## src/rtl/ball_direction_ctrl.sv

```systemverilog
// Ball direction controller: latches collision events during a frame and
// applies them once per VBLANK rise to produce horizontal/vertical motion load codes.
module ball_direction_ctrl (
  input  logic       CLK_DRV,
  input  logic       RESET,
  input  logic       VBLANK,
  input  logic       SERVE,
  input  logic       MISS,
  input  logic       BRICK_HIT,
  input  logic       PADDLE_HIT,
  input  logic       TOP_HIT,
  input  logic       WALL_L,
  input  logic       WALL_R,
  input  logic [1:0] PADDLE_ZONE,
  output logic       CX0,
  output logic       CX1,
  output logic       X2,
  output logic       Y0,
  output logic       Y1,
  output logic       Y2,
  output logic       BALL_EN,
  output logic [3:0] HIT_COUNT
);

  typedef enum logic [1:0] {
    IDLE       = 2'd0,
    SERVE_WAIT = 2'd1,
    PLAY       = 2'd2,
    UPDATE     = 2'd3
  } state_t;

  state_t      state_r;
  logic        vblank_prev_r;
  logic        lat_brick_r, lat_paddle_r, lat_top_r, lat_wall_l_r, lat_wall_r_r;
  logic [1:0]  lat_zone_r;
  logic        dir_right_r, dir_down_r, top_flag_r, ball_en_r;
  logic [1:0]  hmag_r, vmag_r;
  logic [3:0]  hit_count_r;
  logic [2:0]  x_code_r, y_code_r;

  logic        vblank_rise_s;
  logic        upd_dir_right_s, upd_dir_down_s, upd_top_flag_s;
  logic [1:0]  upd_hmag_s, upd_vmag_s;
  logic [3:0]  upd_hit_count_s;

  // Counter load code: moving positive is 4+mag, moving negative is 3-mag.
  function automatic logic [2:0] motion_code(input logic dir_pos, input logic [1:0] mag);
    if (dir_pos) begin
      motion_code = 3'd4 + {1'b0, mag};
    end else begin
      motion_code = 3'd3 - {1'b0, mag};
    end
  endfunction

  assign vblank_rise_s = VBLANK & ~vblank_prev_r;

  // Next motion parameters derived from the events latched over the frame.
  always_comb begin
    upd_hit_count_s = hit_count_r;
    upd_dir_down_s  = dir_down_r;
    upd_top_flag_s  = top_flag_r;
    upd_dir_right_s = dir_right_r;
    upd_hmag_s      = hmag_r;
    upd_vmag_s      = 2'd1;

    if (lat_paddle_r && (hit_count_r != 4'd15)) begin
      upd_hit_count_s = hit_count_r + 4'd1;
    end else begin
      upd_hit_count_s = hit_count_r;
    end

    if (lat_top_r) begin
      upd_dir_down_s = 1'b1;
      upd_top_flag_s = 1'b1;
    end else if (lat_paddle_r) begin
      upd_dir_down_s = 1'b0;
    end else if (lat_brick_r) begin
      upd_dir_down_s = ~dir_down_r;
    end else begin
      upd_dir_down_s = dir_down_r;
    end

    if (lat_paddle_r) begin
      case (lat_zone_r)
        2'd0:    begin upd_dir_right_s = 1'b0; upd_hmag_s = 2'd3; end
        2'd1:    begin upd_dir_right_s = 1'b0; upd_hmag_s = 2'd1; end
        2'd2:    begin upd_dir_right_s = 1'b1; upd_hmag_s = 2'd1; end
        2'd3:    begin upd_dir_right_s = 1'b1; upd_hmag_s = 2'd3; end
        default: begin upd_dir_right_s = dir_right_r; upd_hmag_s = hmag_r; end
      endcase
    end else begin
      upd_hmag_s = hmag_r;
    end

    // Walls decide direction over the paddle; both walls keep the pre-frame direction.
    if (lat_wall_l_r && lat_wall_r_r) begin
      upd_dir_right_s = dir_right_r;
    end else if (lat_wall_l_r) begin
      upd_dir_right_s = 1'b1;
    end else if (lat_wall_r_r) begin
      upd_dir_right_s = 1'b0;
    end else begin
      upd_dir_right_s = upd_dir_right_s;
    end

    if (upd_top_flag_s) begin
      upd_vmag_s = 2'd3;
    end else if (upd_hit_count_s >= 4'd12) begin
      upd_vmag_s = 2'd3;
    end else if (upd_hit_count_s >= 4'd4) begin
      upd_vmag_s = 2'd2;
    end else begin
      upd_vmag_s = 2'd1;
    end
  end

  // Control FSM, event latches, motion state and registered outputs.
  always_ff @(posedge CLK_DRV) begin
    if (RESET) begin
      state_r       <= IDLE;
      vblank_prev_r <= 1'b1;
      lat_brick_r   <= 1'b0;
      lat_paddle_r  <= 1'b0;
      lat_top_r     <= 1'b0;
      lat_wall_l_r  <= 1'b0;
      lat_wall_r_r  <= 1'b0;
      lat_zone_r    <= 2'd0;
      dir_right_r   <= 1'b1;
      dir_down_r    <= 1'b1;
      hmag_r        <= 2'd1;
      vmag_r        <= 2'd1;
      top_flag_r    <= 1'b0;
      hit_count_r   <= 4'd0;
      ball_en_r     <= 1'b0;
      x_code_r      <= 3'd5;
      y_code_r      <= 3'd5;
    end else begin
      vblank_prev_r <= VBLANK;
      case (state_r)
        IDLE: begin
          if (SERVE) begin
            state_r <= SERVE_WAIT;
          end
        end
        SERVE_WAIT: begin
          if (vblank_rise_s) begin
            state_r      <= PLAY;
            ball_en_r    <= 1'b1;
            dir_right_r  <= 1'b1;
            dir_down_r   <= 1'b1;
            hmag_r       <= 2'd1;
            vmag_r       <= 2'd1;
            top_flag_r   <= 1'b0;
            hit_count_r  <= 4'd0;
            x_code_r     <= 3'd5;
            y_code_r     <= 3'd5;
            lat_brick_r  <= 1'b0;
            lat_paddle_r <= 1'b0;
            lat_top_r    <= 1'b0;
            lat_wall_l_r <= 1'b0;
            lat_wall_r_r <= 1'b0;
          end
        end
        PLAY: begin
          if (MISS) begin
            state_r      <= IDLE;
            ball_en_r    <= 1'b0;
            lat_brick_r  <= 1'b0;
            lat_paddle_r <= 1'b0;
            lat_top_r    <= 1'b0;
            lat_wall_l_r <= 1'b0;
            lat_wall_r_r <= 1'b0;
          end else begin
            lat_brick_r  <= lat_brick_r  | BRICK_HIT;
            lat_paddle_r <= lat_paddle_r | PADDLE_HIT;
            lat_top_r    <= lat_top_r    | TOP_HIT;
            lat_wall_l_r <= lat_wall_l_r | WALL_L;
            lat_wall_r_r <= lat_wall_r_r | WALL_R;
            lat_zone_r   <= PADDLE_HIT ? PADDLE_ZONE : lat_zone_r;
            if (vblank_rise_s) begin
              state_r <= UPDATE;
            end
          end
        end
        UPDATE: begin
          // Latches restart from this cycle's pulses so none are dropped.
          lat_brick_r  <= MISS ? 1'b0 : BRICK_HIT;
          lat_paddle_r <= MISS ? 1'b0 : PADDLE_HIT;
          lat_top_r    <= MISS ? 1'b0 : TOP_HIT;
          lat_wall_l_r <= MISS ? 1'b0 : WALL_L;
          lat_wall_r_r <= MISS ? 1'b0 : WALL_R;
          lat_zone_r   <= (PADDLE_HIT && !MISS) ? PADDLE_ZONE : lat_zone_r;
          if (MISS) begin
            state_r   <= IDLE;
            ball_en_r <= 1'b0;
          end else begin
            state_r     <= PLAY;
            dir_right_r <= upd_dir_right_s;
            dir_down_r  <= upd_dir_down_s;
            hmag_r      <= upd_hmag_s;
            vmag_r      <= upd_vmag_s;
            top_flag_r  <= upd_top_flag_s;
            hit_count_r <= upd_hit_count_s;
            x_code_r    <= motion_code(upd_dir_right_s, upd_hmag_s);
            y_code_r    <= motion_code(upd_dir_down_s, upd_vmag_s);
          end
        end
        default: begin
          state_r   <= IDLE;
          ball_en_r <= 1'b0;
        end
      endcase
    end
  end

  assign {X2, CX1, CX0} = x_code_r;
  assign {Y2, Y1, Y0}   = y_code_r;
  assign BALL_EN        = ball_en_r;
  assign HIT_COUNT      = hit_count_r;

endmodule

```

## config.mk

```make
export PLATFORM = sky130hd
export DESIGN_NAME = ball_direction_ctrl
export DESIGN_NICKNAME = d
export VERILOG_FILES = /design/src/rtl/ball_direction_ctrl.sv
export SDC_FILE = /design/constraint.sdc
export NUM_CORES = 1
export LEC_CHECK = 0
export BUFFER_PORTS_ARGS = -buffer_cell sky130_fd_sc_hd__buf_2
export CORE_MARGIN = 1.5
export CORE_UTILIZATION = 35
export DETAILED_ROUTE_END_ITERATION = 12
export HOLD_SLACK_MARGIN = 0.15
export PLACE_DENSITY_LB_ADDON = 0.15
export SLEW_MARGIN = 15
export SYNTH_ARGS = -nofsm -noshare
export SYNTH_HDL_FRONTEND = slang
export SYNTH_SLANG_ARGS = --single-unit
```

## constraint.sdc

```tcl
create_clock -name CLK_DRV -period 2.7 [get_ports CLK_DRV]
set_input_delay 0.54 -clock CLK_DRV [delete_from_list [all_inputs] [get_ports CLK_DRV]]
set_output_delay 0.54 -clock CLK_DRV [all_outputs]
set_load 0.05 [all_outputs]
```

==> impl_metrics.toml, run 1 <==
[status]
status = "completed"

[cts]
cts_buffer_depth = 2
clk_pin_slew_worst_paths_ps = 140
cts.sinks = 24
cts_root_buf = "clkbuf_4"
cts_setup_buffers = 0
ctsHoldBuffers = 0
numCtsBuffers = 3
insertion_delay_ps = 310
tritoncts = "built"
cts_htree_levels = 1
post_cts_resized = 0

[place]
place_area_um2 = 1300
dp_cells = 195
io_buffers = 22
dp_hpwl_um = 1760
place.gp.congestion = 0.755

[drt]
avgViaCountPerCell = 4.93
first_pass_iters = 4
route.detailed.drc = 0
num_vias = 981
ant_nets = 0
drtIter0Drc = 26
wirelength_um = 2420
wire_per_inst_um = 12.1

[global_routing]
grt_pass1_vias = 928
grt_overflow_total = 0
antenna_found_initial = 0
grt_pass1_wl_um = 4100
grtUsageTotal_pct = 14.8
grt_max_degree = 21

[setup_path]
worstSetupPathType = "reg2reg"
startpoint_type = "flop"
critPathMaxFanout = 14
cp.arrival_ps = 1950
required_ps = 2910
cp-end-kind = "flop"

[pwr]
peakVddDrop_mv = 0.155
leakagePower_nw = 0.552
p_per_area_nw_per_um2 = 486
finalPower_mw = 0.658

[yosys]
synth.distinct_cells = 33
ys_warn_count = 0
syn-instance-count = 136
synth.top_cell.area_share_pct = 40.9
synth_area_um2 = 1170
syn_area_per_cell_um2 = 8.63
yosysTopAreaCell = "dfxtp_1"
ys_seq_area_share_pct = 40.9
synthTopCellsByArea = "dfxtp_1 41%, nor2_1 6.7%, nand2_1 5.1%"
syn-num-nets = 151
ys_ff_latch = 24

[final_layout]
insertedDiodeCount = 0
fin_cells = 199
drive_gt1_share_pct = 21.9
fin_nets = 171
final_common_cell = "dfxtp_1"
n_fill_cell = 329
area_growth_pct = 15.4
final_cell_mix = "24 x dfxtp_1, 22 x buf_2, 21 x nor2_1, 16 x nand2_1, 10 x nand3_1"
final_cell_area_um2 = 1350

[floorplanning]
row_count = 20
die_area_um2 = 3710
start_util_pct = 37.5
die_w_um = 60.9
dieHeight_um = 60.9
coreArea_um2 = 3130
ios = 23

[sta]
worst_pin_slew_ps = 470
min_period_over_period_pct = 64.5
tns_ps = 0
rsz0062_at_grt = "false"
setup_viol = 0
fmax_mhz = 574
min_period_ps = 1740
hold_viol_final = 0
holdWs_ps = 427
slew_headroom_pct = 68.6
slew_violations = 0
finClkSkew_ps = 2.46

[worst_hold_path]
hold_class = "in2reg"

[flow_run]
maxCapViolCount = 0
[path summary, 6_finish.rpt]
kind | depth (start not counted) | startpoint | slack [ps] | end
setup reg to reg | 4 | state_r[1]$_SDFFE_PP0P_ | 960 | HIT_COUNT[3]$_SDFFE_PP0P_
hold reg to reg | 2 | hmag_r[0]$_SDFFE_PP1P_ | 460 | hmag_r[0]$_SDFFE_PP1P_
setup / recovery | 4 | state_r[1]$_SDFFE_PP0P_ | 960 | HIT_COUNT[3]$_SDFFE_PP0P_
hold / removal | 2 | VBLANK | 430 | vblank_prev_r$_SDFF_PP1_
[through the flow]
stage	util (%)	setup slack (ps)
floorplan	-	855
CTS	43.3	978
detailed placement	41.6	754
global route	43.3	811
global placement	41.6	819
finish	43.3	958
[power breakdown]
| group | leakage [nW] | internal, mW | switching [mW] |
|---|---|---|---|
| clock network | 0.0279 | 0.150 | 0.111 |
| logic | 0.330 | 0.0137 | 0.0203 |
| registers | 0.194 | 0.358 | 0.00555 |
| total | 0.552 | 0.521 | 0.137 |
[cell usage after synthesis (all sizes together)]
cell type / instances
a21o: 1
a21oi: 10
a221oi: 1
a22oi: 4
a31oi: 4
and2b: 1
and3b: 1
buf: 4
clkbuf: 3
dfxtp: 24
ha: 3
inv: 2
mux2i: 4
nand2: 16
nand2b: 2
nand3: 10
nand4: 1
nand4b: 1
nor2: 21
nor2b: 3
nor3: 2
nor3b: 2
o211ai: 1
o21a: 1
o21ai: 4
o32ai: 1
or2: 3
xnor2: 2
xor2: 4
[area by class of cell]
cell class                 count  area, µm²  share of cell area [%]
multi-input combinational    103        648                    47.9
sequential                    24        480                    35.5
timing repair buffer          22        110                    8.13
tap                           44       55.1                    4.07
clock inverter                 1       30.0                    2.22
clock buffer                   3       22.5                    1.66
inverter                       2       7.51                   0.555
[registers in the layout, summed over array words and instances, names as in the netlist]
| name | cells |
|---|---|
| state_r | 2 |
| dir_down_r | 1 |
| x_code_r | 2 |
| lat_wall_r_r | 1 |
| HIT_COUNT | 4 |
| BALL_EN | 1 |
| lat_wall_l_r | 1 |
| y_code_r | 2 |
| hmag_r | 2 |
| lat_brick_r | 1 |
| vblank_prev_r | 1 |
| lat_top_r | 1 |
| lat_zone_r | 2 |
| lat_paddle_r | 1 |
| dir_right_r | 1 |
| top_flag_r | 1 |
[kinds of logic (layout without fill, tap and decap cells)]
family | after synthesis | after routing | synth area share [%]
xor gates and xnor gates | 6 | 6 | 4.48
DFF | 24 | 24 | 40.9
muxes | 4 | 4 | 4.48
adders and majority gates | 3 | 3 | 3.20
and+or+nand+nor | 63 | 63 | 26.4
buffers and inverters | 9 | 28 | 3.84
AOI/OAI and AO/OA | 27 | 27 | 16.6
[worst max-delay path, cell delays in order (launching register included)]
cell and delay, ps:
dfxtp_1 490, and2b_1 470, nand2_1 350, a31oi_1 280, nor2_1 60
[metal layers]
| layer | wire length, µm | global-route usage (%) | vias to the layer above |
|---|---|---|---|
| met4 | 15 | 5.59 | 0 |
| met2 | 1070 | 23.5 | 19 |
| met5 | 0 | 0 | - |
| met3 | 87 | 2.77 | 2 |
| met1 | 1240 | 20.1 | 446 |
| li1 | - | - | 514 |
(Power assumes the default switching activity.)
==> inputs of run 2 (changes only) <==
==> constraint.sdc (replaced) <==
create_clock -name CLK_DRV -period 1.7 [get_ports CLK_DRV]
set_input_delay 0.34 -clock CLK_DRV [delete_from_list [all_inputs] [get_ports CLK_DRV]]
set_output_delay 0.34 -clock CLK_DRV [all_outputs]
set_load 0.05 [all_outputs]
==> run 2 against run 1 <==
  * Largest cell class unchanged
  * Critical endpoint is now y_code_r[0]$_SDFFE_PP1P_
  * Via count is 0.51% lower
  * Power is 42% higher
  * Critical path depth grew 2
  * Maximum frequency grew 8.5%
  * Clock-buffer cell count increased by 1
  * Hold slack got worse by 200 ps
  * Register-to-register slack got worse by 860 ps
  * Global-route usage grew 0.33 points
  * Sequential cell count unchanged
  * First-iteration DRC count down 31%
  * Core utilization is 0.76 points higher
  * Clock skew grew 2.4 ps
==> impl_metrics.toml, run 2 (synthesis gave the netlist of run 1 again) <==
[place]
dp_hpwl_um = 1900
place_ws_ps = 85.5
place.gp.congestion = 0.717
io_buffers = 22

[final_layout]
fin_util_pct = 44.0
final_cell_mix = "22 x dfxtp_1, 22 x buf_2, 21 x nor2_1, 16 x nand2_1, 10 x nand3_1"
largest_reg_flops = 4
area_growth_pct = 17.4
insertedDiodeCount = 0
fin_nets = 174
drive_gt1_share_pct = 25.9

[global_routing]
grt_max_degree = 21
top_usage_layer = "met2"
grt_pass1_vias = 948
grt_use_met2_pct = 23.5
grt_pass1_wl_um = 4170
grt_overflow_total = 0
grt_use_met1_pct = 21.3
use_met3_pct = 1.92
grtUsageTotal_pct = 15.2
antenna_found_initial = 0

[sta]
worst_pin_slew_ps = 388
tns_ps = 0
finClkSkew_ps = 4.91
holdWs_ps = 227
fmax_mhz = 622
min_period_ps = 1610
setup_viol = 0
slew_headroom_pct = 74.1
fin_ws_ps = 93.5
hold_viol_final = 0
rsz0062_at_grt = "false"
min_period_over_period_pct = 94.5
slew_violations = 0

[cts]
post_cts_resized = 0
numCtsBuffers = 3
insertion_delay_ps = 310
tritoncts = "built"
cts_buffer_depth = 2
cts_setup_buffers = 0
ctsHoldBuffers = 0
cts_htree_levels = 1
cts.sinks = 24
cts_root_buf = "clkbuf_4"
clk_pin_slew_worst_paths_ps = 130

[pwr]
finalPower_mw = 0.935
peakVddDrop_mv = 0.284
p_per_area_nw_per_um2 = 679
leakagePower_nw = 0.569

[drt]
ant_nets = 0
wirelength_um = 2530
wire_per_inst_um = 12.5
first_pass_iters = 3
avgViaCountPerCell = 4.83
num_vias = 976
drtIter0Drc = 18
route.detailed.drc = 0

[flow_run]
maxCapViolCount = 0

[floorplanning]
coreArea_um2 = 3130
ios = 23
dieHeight_um = 60.9
die_area_um2 = 3710
die_w_um = 60.9
start_util_pct = 37.5
row_count = 20

[worst_hold_path]
min_to = "vblank_prev_r$_SDFF_PP1_"
hold_class = "in2reg"
whs_path_depth = 2
hold_start = "VBLANK"

[status]
status = "completed"

[setup_path]
worstSetupPathType = "reg2reg"
r2r-start = "HIT_COUNT[0]$_SDFFE_PP0P_"
startpoint_type = "flop"
reg2reg_slack_ps = 90
cp.arrival_ps = 1820
required_ps = 1910
critPathMaxFanout = 4
cp-end-kind = "flop"
r2r_end = "y_code_r[0]$_SDFFE_PP1P_"
r2r.worst_path.cells = 6
run 2: changes by cell type in the layout (fill, tap and decap cells not counted), sizes merged:
cell and change:
buf +3, bufinv -1, clkbuf +1
run 2: worst max-delay path by stage:
| stage | start | endpoint | cells past startpoint |
|---|---|---|---|
| after CTS | lat_zone_r[0]$_SDFFE_PP0P_ | x_code_r[1]$_SDFFE_PP0P_ | 7 |
| after global routing | HIT_COUNT[0]$_SDFFE_PP0P_ | y_code_r[0]$_SDFFE_PP1P_ | 6 |
| after floorplan | HIT_COUNT[2]$_SDFFE_PP0P_ | y_code_r[0]$_SDFFE_PP1P_ | 5 |
| final | HIT_COUNT[0]$_SDFFE_PP0P_ | y_code_r[0]$_SDFFE_PP1P_ | 6 |
| after detailed placement | HIT_COUNT[0]$_SDFFE_PP0P_ | y_code_r[0]$_SDFFE_PP1P_ | 6 |
| after global placement | HIT_COUNT[0]$_SDFFE_PP0P_ | y_code_r[0]$_SDFFE_PP1P_ | 6 |
run 2: worst max-delay path, stage by stage, from the launching register on:
cell and delay (ps):
dfxtp_4 390, ha_1 240, a21o_2 250, and3b_1 180
mux2i_1 160, xor2_1 180, a31oi_1 110
run 2: per-stage QoR:
step | instance area (µm²) | cells
2_1_floorplan | 1180 | 136
3_3_place_gp | 1330 | 198
3_5_place_dp | 1330 | 198
4_1_cts | 1360 | 202
5_1_grt | 1380 | 202
6_report | 1380 | 202
run 2: power breakdown:
group          internal (mW)  leakage (nW)  switching, mW
Clock                  0.131        0.0210          0.173
Sequential             0.567         0.196        0.00878
Combinational         0.0226         0.352         0.0332
Total                  0.720         0.569          0.215
run 2: layer usage:
layer	up-vias	routed length, µm
li1	511	-
met1	447	1330
met2	14	1110
met3	4	54
met4	0	34
met5	-	0
run 2: final cells by class:
type | count | area (µm²)
tap | 44 | 55.1
multi-input combinational | 103 | 661
sequential | 24 | 485
inverter | 2 | 7.51
clock buffer | 4 | 36.3
fill | 343 | 1750
timing repair buffer | 25 | 133
